==> src/rtl/flow_ctrl_unit.sv <==
// flow_ctrl_unit: resolves control-flow ops for the pc, keeps a return-address stack, and flushes after each redirect.
// Optional feature: define REDIRECT_CNT_EN to build the saturating taken-redirect counter.
module flow_ctrl_unit #(
  parameter int DEPTH = 8,
  parameter int AW    = 16
) (
  input  logic          clk,
  input  logic          rst,
  input  logic          op_valid,
  output logic          op_ready,
  input  logic [2:0]    op,
  input  logic          zero_flag,
  input  logic [AW-1:0] imm_addr,
  input  logic [AW-1:0] pc,
  output logic          pc_enable,
  output logic [1:0]    pc_sel,
  output logic [AW-1:0] target_addr,
  output logic          flush,
  output logic          stack_full,
  output logic          stack_empty,
  output logic          stack_err,
  output logic [15:0]   redirect_cnt
);
  localparam int SPW = $clog2(DEPTH) + 1;
  localparam logic [SPW-1:0] SP_FULL  = SPW'(DEPTH);
  localparam logic [SPW-1:0] SP_EMPTY = {SPW{1'b0}};

  localparam logic [2:0] OP_JMP  = 3'd1;
  localparam logic [2:0] OP_BEQ  = 3'd2;
  localparam logic [2:0] OP_BNE  = 3'd3;
  localparam logic [2:0] OP_CALL = 3'd4;
  localparam logic [2:0] OP_RET  = 3'd5;

  localparam logic [1:0] SEL_INC  = 2'b00;
  localparam logic [1:0] SEL_BR   = 2'b01;
  localparam logic [1:0] SEL_JUMP = 2'b10;
  localparam logic [1:0] SEL_RET  = 2'b11;

  typedef enum logic {S_IDLE = 1'b0, S_FLUSH = 1'b1} state_t;

  state_t          r_state;
  logic            r_op_ready;
  logic            r_pc_enable;
  logic [1:0]      r_pc_sel;
  logic [AW-1:0]   r_target;
  logic            r_flush;
  logic [SPW-1:0]  r_sp;
  logic            r_stack_full;
  logic            r_stack_empty;
  logic            r_stack_err;
  logic [AW-1:0]   r_stack [DEPTH];

  logic            w_accept;
  logic [1:0]      w_sel;
  logic [AW-1:0]   w_target;
  logic            w_push;
  logic            w_pop;
  logic            w_err;
  logic [SPW-1:0]  w_sp_m1;
  logic [SPW-1:0]  w_sp_nxt;

  function automatic logic branch_taken(input logic [2:0] f_op, input logic f_zero);
    return ((f_op == OP_BEQ) && f_zero) || ((f_op == OP_BNE) && !f_zero);
  endfunction

  assign w_accept = op_valid && r_op_ready && (r_state == S_IDLE) && !rst;
  assign w_sp_m1  = r_sp - SPW'(1);

  // Decode the accepted op into a pc selection and any stack push/pop.
  always_comb begin
    w_sel    = SEL_INC;
    w_target = {AW{1'b0}};
    w_push   = 1'b0;
    w_pop    = 1'b0;
    w_err    = 1'b0;
    if (w_accept) begin
      case (op)
        OP_JMP: begin
          w_sel    = SEL_JUMP;
          w_target = imm_addr;
        end
        OP_BEQ, OP_BNE: begin
          if (branch_taken(op, zero_flag)) begin
            w_sel    = SEL_BR;
            w_target = imm_addr;
          end else begin
            w_sel    = SEL_INC;
          end
        end
        OP_CALL: begin
          w_sel    = SEL_JUMP;
          w_target = imm_addr;
          if (r_sp == SP_FULL) begin
            w_err  = 1'b1;
          end else begin
            w_push = 1'b1;
          end
        end
        OP_RET: begin
          // A RET on an empty stack degrades to a plain increment.
          if (r_sp == SP_EMPTY) begin
            w_err    = 1'b1;
          end else begin
            w_sel    = SEL_RET;
            w_target = r_stack[w_sp_m1[SPW-2:0]];
            w_pop    = 1'b1;
          end
        end
        default: w_sel = SEL_INC;
      endcase
    end else begin
      w_sel = SEL_INC;
    end
  end

  assign w_sp_nxt = w_push ? (r_sp + SPW'(1)) : (w_pop ? w_sp_m1 : r_sp);

  // Sequencer state, registered pc strobe and stack pointer/flags.
  always_ff @(posedge clk or posedge rst) begin
    if (rst) begin
      r_state       <= S_IDLE;
      r_op_ready    <= 1'b1;
      r_pc_enable   <= 1'b0;
      r_pc_sel      <= SEL_INC;
      r_target      <= {AW{1'b0}};
      r_flush       <= 1'b0;
      r_sp          <= SP_EMPTY;
      r_stack_full  <= 1'b0;
      r_stack_empty <= 1'b1;
      r_stack_err   <= 1'b0;
    end else begin
      r_sp          <= w_sp_nxt;
      r_stack_full  <= (w_sp_nxt == SP_FULL);
      r_stack_empty <= (w_sp_nxt == SP_EMPTY);
      r_stack_err   <= r_stack_err | w_err;
      r_pc_enable   <= w_accept;
      if (w_accept) begin
        r_pc_sel <= w_sel;
        r_target <= w_target;
      end
      case (r_state)
        S_IDLE: begin
          r_flush <= 1'b0;
          // Readiness drops with the redirect strobe so no wrong-path op slips in.
          if (w_accept && (w_sel != SEL_INC)) begin
            r_state    <= S_FLUSH;
            r_op_ready <= 1'b0;
          end else begin
            r_op_ready <= 1'b1;
          end
        end
        S_FLUSH: begin
          r_flush    <= 1'b1;
          r_op_ready <= 1'b0;
          r_state    <= S_IDLE;
        end
        default: begin
          r_state    <= S_IDLE;
          r_flush    <= 1'b0;
          r_op_ready <= 1'b1;
        end
      endcase
    end
  end

  // Return-address storage; contents survive reset.
  always_ff @(posedge clk) begin
    if (w_push) begin
      r_stack[r_sp[SPW-2:0]] <= pc + AW'(1);
    end
  end

`ifdef REDIRECT_CNT_EN
  logic [15:0] r_redirect_cnt;

  // Saturating count of taken redirects seen on the pc strobe.
  always_ff @(posedge clk or posedge rst) begin
    if (rst) begin
      r_redirect_cnt <= 16'h0000;
    end else if (r_pc_enable && (r_pc_sel != SEL_INC) && (r_redirect_cnt != 16'hFFFF)) begin
      r_redirect_cnt <= r_redirect_cnt + 16'h0001;
    end
  end

  assign redirect_cnt = r_redirect_cnt;
`else
  assign redirect_cnt = 16'h0000;
`endif

  assign op_ready    = r_op_ready;
  assign pc_enable   = r_pc_enable;
  assign pc_sel      = r_pc_sel;
  assign target_addr = r_target;
  assign flush       = r_flush;
  assign stack_full  = r_stack_full;
  assign stack_empty = r_stack_empty;
  assign stack_err   = r_stack_err;

endmodule
==> config.mk <==
export PLATFORM = sky130hd
export DESIGN_NAME = flow_ctrl_unit
export DESIGN_NICKNAME = d
export VERILOG_FILES = /design/src/rtl/flow_ctrl_unit.sv
export SDC_FILE = /design/constraint.sdc
export NUM_CORES = 1
export LEC_CHECK = 0
export BUFFER_PORTS_ARGS = -buffer_cell sky130_fd_sc_hd__buf_4
export CAP_MARGIN = 10
export CORE_MARGIN = 3
export CORE_UTILIZATION = 60
export DETAILED_ROUTE_END_ITERATION = 10
export GPL_TIMING_DRIVEN = 0
export PLACE_DENSITY = 0.82
export REMOVE_ABC_BUFFERS = 1
export SETUP_SLACK_MARGIN = 0.2
export SYNTH_ARGS = -nofsm -noshare
export SYNTH_HDL_FRONTEND = slang
export SYNTH_SLANG_ARGS = --single-unit
export TNS_END_PERCENT = 20
==> constraint.sdc <==
create_clock -name clk -period 9.2 [get_ports clk]
set_input_delay 2.3 -clock clk [delete_from_list [all_inputs] [get_ports clk]]
set_output_delay 2.3 -clock clk [all_outputs]
set_load 0.02 [all_outputs]
### Word level (Yosys, flattened, before mapping)

Memory sizes are Yosys's and may differ from the RTL's.
Index checks and enable logic that the tools add are counted.

| storage, ports and cells | value |
|---|---|
| register bits | 29 |
| RAM bits | 128 |
| bits of input ports | 39 |
| output and inout bits | 40 |
| logic and storage cells | 63 |
| memories | 1 |

Memory list:

| memory | depth | bits a word | read ports | clocked after memory_dff | wr ports | line | RTL |
|---|---|---|---|---|---|---|---|
| r_stack | 8 | 16 | 1 | 0 | 1 | 51 | `logic [AW-1:0] r_stack [DEPTH];` |

| cells by class | value |
|---|---|
| add/sub/neg operators | 3 |
| eq/ne operators | 7 |
| mux-type cells | 26 |
| bitwise operators | 2 |
| reduce and logical (&&, ||, !) cells | 14 |

Operators by type and width:

| operator | number |
|---|---|
| 16-bit one-hot mux with 3 select lines | 1 |
| 16-bit two-way mux | 2 |
| 16-bit by 1-bit adder with 16-bit output, second input constant | 1 |
| 1-bit two-way mux | 14 |
| 4-bit equality test, second input constant | 2 |
| 4-bit zero test | 2 |
| 4-bit two-way mux | 2 |
| 1-bit one-hot mux with 2 select lines | 4 |
| 3-bit by 2-bit equality test with 1-bit output, second input constant | 2 |
| 3-bit equality test, second input constant | 2 |
| 1-bit logical AND | 6 |
| 2-bit one-hot mux with 3 select lines | 1 |
| 4-bit by 1-bit adder with 4-bit output, second input constant | 1 |
| 2-bit two-way mux | 2 |
| 2-bit OR reduction | 2 |
| 4-bit by 1-bit subtractor with 4-bit output, second input constant | 1 |
| 3-bit by 1-bit equality test with 1-bit output, second input constant | 1 |
| 1-bit zero test | 2 |
| 2-bit nonzero test | 1 |
| 1-bit logical OR | 1 |
| 1-bit inverter | 1 |
| 1-bit OR | 1 |

### Logic depth before layout (Yosys ltp)

| depth | value |
|---|---|
| depth after elaboration | 10 |
| gate-level depth with buffers | 9 |
| gate-level depth less buffers | 6 |

### Worst setup path after synthesis

No wires, ideal clock.

| timing path | value |
|---|---|
| kind | input to register |
| start | input port rst |
| end | memory r_stack[1][0] (enable) |
| library setup time | 409 ps |
| data arrival time | 4,108 ps |
| data required time | 8,791 ps |
| path slack | 4,682 ps |
| stages on the path | 4 |
| buffers on the path | 0 |
| cells stage by stage | nand4bb_1 -> nor2_1 -> nand3_1 -> nor3_1 |

| on the way | value |
|---|---|
| cells in the longest elaborated chain, start to end | 5 |

RTL lines:

| item | line | RTL |
|---|---|---|
| from (decl) | 8 | `input logic rst,` |
| 1-bit zero test (no line) | -- |  |
| 1-bit logical AND | 66 | `assign w_accept = op_valid && r_op_ready && (r_state == S_IDLE) && !rst;` |
| 1-bit two-way mux | 76 | `if (w_accept) begin` |
| 1-bit two-way mux | 168 | `if (w_push) begin` |
| 1-bit two-way mux (implied by the code) | 169 | `r_stack[r_sp[SPW-2:0]] <= pc + AW'(1);` |
| to (decl) | 51 |  |

Every way passes these cells.

### Final worst setup path

| timing path | value |
|---|---|
| start | input port rst |
| end | memory r_stack[1][11] (enable) |

Same word-level chain as after synthesis.

==> summary.txt <==
Setup path
  – Crit. End Element: register
  – CP Launch Point: rst
  – Worst Setup Start Kind: input pin
  – CP peak stage delay: 900 ps
  – Setup slack, reg-to-reg: around 5500 ps
  – Worst r2r src: op_ready
  – Worst path slowest cell: nor3_2
  – Critical Path RT: approximately 9400 ps
  – CP Capture Point: r_stack[1][11]
  – CP Cell Sequence: buf_4 -> nand4bb_1 -> buf_8 -> nor2_1 -> nand3_1 -> nor3_2 -> buf_6
  – RR Endpoint: r_stack[1][11]
  – Arrival time worst endpoint: around 5400 ps
  – R2R depth: 6
  – Worst-path fanout max: 14
  – Setup CP Type: in2reg

Timing
  – RSZ-0062 raised after global routing: false
  – Final setup TNS: 0 ps
  – Final Hold Fails: 0
  – Fin crit share: between 50 and 60%
  – Fin crit period: ~5100 ps
  – Clock Skews: 6.19 ps
  – Slew Viols, Final: 0
  – Tightest Pin Transition: 1100 ps
  – # setup viols final: 0
  – Fmax: 195 MHz
  – Slew Limit Headroom: about a quarter

GRT
  – GRT Util Overall: between 20 and 30%
  – Initial antenna violation count: 0
  – Total grt overflow: 0
  – Pin count of the biggest net entering global routing: 37
  – Vias in the first global route: 4,138
  – First-pass GRT wire length: 24.0 mm

Clock tree
  – CTS tree: done
  – Clk buf depth: 2
  – Clk slew on worst S/H paths: 60 ps
  – CTS HTree Levels: 4
  – Clk Tree Root Cell: clkbuf_8
  – CTS Sinks: 157
  – Post-CTS setup buffers: 0
  – Num CTS Buffers: 17
  – Clock latency on the worst-skew pair: 530 ps
  – CTS Hold Bufs: 0
  – PostCTS Resize Cnt: 0

Synth
  – Asr flop ratio synth: 18.5%
  – Area leader, netlist: edfxtp_1
  – Post-synth top area share: about 57%
  – Unique masters post-synth: 50
  – Seq cells post-synth: 157
  – Top_reg_cell synth: edfxtp_1
  – Avg Inst Size Synth: 16.2 um2
  – Cells after Synth: about 410
  – Synthesized area: 0.00671 mm2
  – Synth area leaders: edfxtp_1 57%, mux4_2 11%, dfrtp_1 10%, nand2_1 2.6%, a221o_1 2.4%
  – Yosys warnings: 0
  – Post-synth EDFFs: 128
  – Sequential fraction of the synthesis area: 68.1%

Placed design
  – Final HPWL DP: 9.41 mm
  – Routability cong.: ~0.81
  – Number of I/O port buffers: 62

Finish
  – Area Growth Syn to Fin: 20.2%
  – Final core occ: 76.1%
  – Share of layout cells above drive strength 1: 31.1%
  – Fillers: approximately 600
  – # nets final: about 530
  – Diode count: 0

Floorplanning
  – Initial core utilization: 63.3%
  – IO Count: 79
  – Core area: 0.0106 mm2
  – DIE WIDTH: 112 um
  – FP Rows: 37
  – Die Height: approximately 110 um
  – Die ar.: 0.0125 mm2

Routing
  – Final WL: approximately 15 mm
  – Vias: 4,077
  – Drt first pass iters: 5
  – Routed vias/inst: 6.43
  – ANT nets after route: 0
  – Drc violations: 0
  – DRT iter0 DRCs: between 300 and 400
  – Wirelength per Cell: 24.4 um

Power
  – Peak supply drop: between 150 and 200 uV
  – Pwr per Cell Area: 275 mW/mm2
  – Static leakage: approximately 0.003 uW

Outcome
  – Run status: completed

Min path
  – Worst hold path class: reg2reg

Run
  – Max Cap Viol: 0
[cell usage in the layout, fill, tap and decap left out, types with 7 or more instances in the layout]
cell type | netlist | layout
nor2_1 | 16 | 10
conb_1 | 1 | 16
nand2_1 | 46 | 46
dfrtp_1 | 27 | 26
a21oi_1 | 19 | 19
nand3_1 | 7 | 7
a221o_1 | 16 | 16
buf_4 | 19 | 62
mux4_2 | 32 | 32
clkbuf_16 | 0 | 16
xnor2_1 | 14 | 13
buf_8 | 1 | 7
edfxtp_1 | 128 | 128
[cells in the mapped netlist, types with 6 or more instances]
cell and instances:
a21oi_1 19, a221o_1 16, buf_2 10, buf_4 19, clkbuf_1 6, dfrtp_1 27
edfxtp_1 128, mux4_2 32, nand2_1 46, nand3_1 7, nor2_1 16, xnor2_1 14
xor2_1 6
[worst max-delay path: cells and delay by family]
kind / cells / cell delay, ps
buffers and inverters: 3 / 790
and+or+nand+nor: 4 / 2240
[cell type report]
class / instances / area [um2] / area share [%]
inverter: 6 / 22.5 / 0.279
clock buffer: 18 / 418 / 5.18
clock inverter: 14 / 240 / 2.98
multi-input combinational: 228 / 1970 / 24.4
tap: 136 / 170 / 2.11
timing repair buffer: 75 / 679 / 8.42
sequential: 157 / 4570 / 56.7
[layer usage]
layer,track usage (%),up-vias,share of wire [%]
met4,12.2,0,3.1
li1,-,1719,-
met2,41.2,240,50
met3,5.82,41,8.2
met1,34.4,2077,39
met5,0,-,0
[kinds of logic (layout without fill, tap and decap cells)]
group	after synthesis	count (layout)	share of synthesized area, %
xor+xnor	20	20	2.61
fa+ha+maj	4	4	0.745
other cells	1	16	0.0559
simple gates	100	100	7.44
mux	33	33	10.9
buf+inv	44	113	4.10
compound gates	55	55	6.08
flops	157	157	68.1
[stage by stage]
stage | setup WS, ps | hold slack, ps | cells | area [um2] | power, uW
6_report | 4080 | 406 | 634 | 8070 | 2220
5_1_grt | 3990 | 420 | 634 | 8070 | 2300
4_1_cts | 4260 | 401 | 634 | 8070 | 2220
3_5_place_dp | 3750 | 386 | 602 | 7410 | 1450
3_3_place_gp | 1970 | 383 | 589 | 7150 | 1400
2_1_floorplan | 4080 | 368 | 391 | 6520 | 1240
[where the power goes]
part | internal [uW] | switching (uW) | leakage (uW)
Combinational | 275 | 312 | 0.00111
Clock | 497 | 281 | 0.000317
Sequential | 807 | 46.3 | 0.00152
Total | 1580 | 640 | 0.00295
[worst min path at each step]
stage | start | end | slack [ps] | cells past startpoint
finish | r_state | flush | 410 | 0
global route | r_state | flush | 420 | 0
CTS | r_state | flush | 400 | 0
detailed placement | r_state | flush | 390 | 0
global placement | r_state | flush | 380 | 0
floorplan | r_state | flush | 370 | 0
[state kept, by name, indices dropped and copies added (netlist names)]
signal and cells:
target_addr 16, r_state 1, pc_enable 1, r_stack 128
pc_sel 2, op_ready 1, stack_err 1, flush 1
stack_full 1, stack_empty 1, r_sp 4
Note: power is estimated with default switching activity, not from simulation.
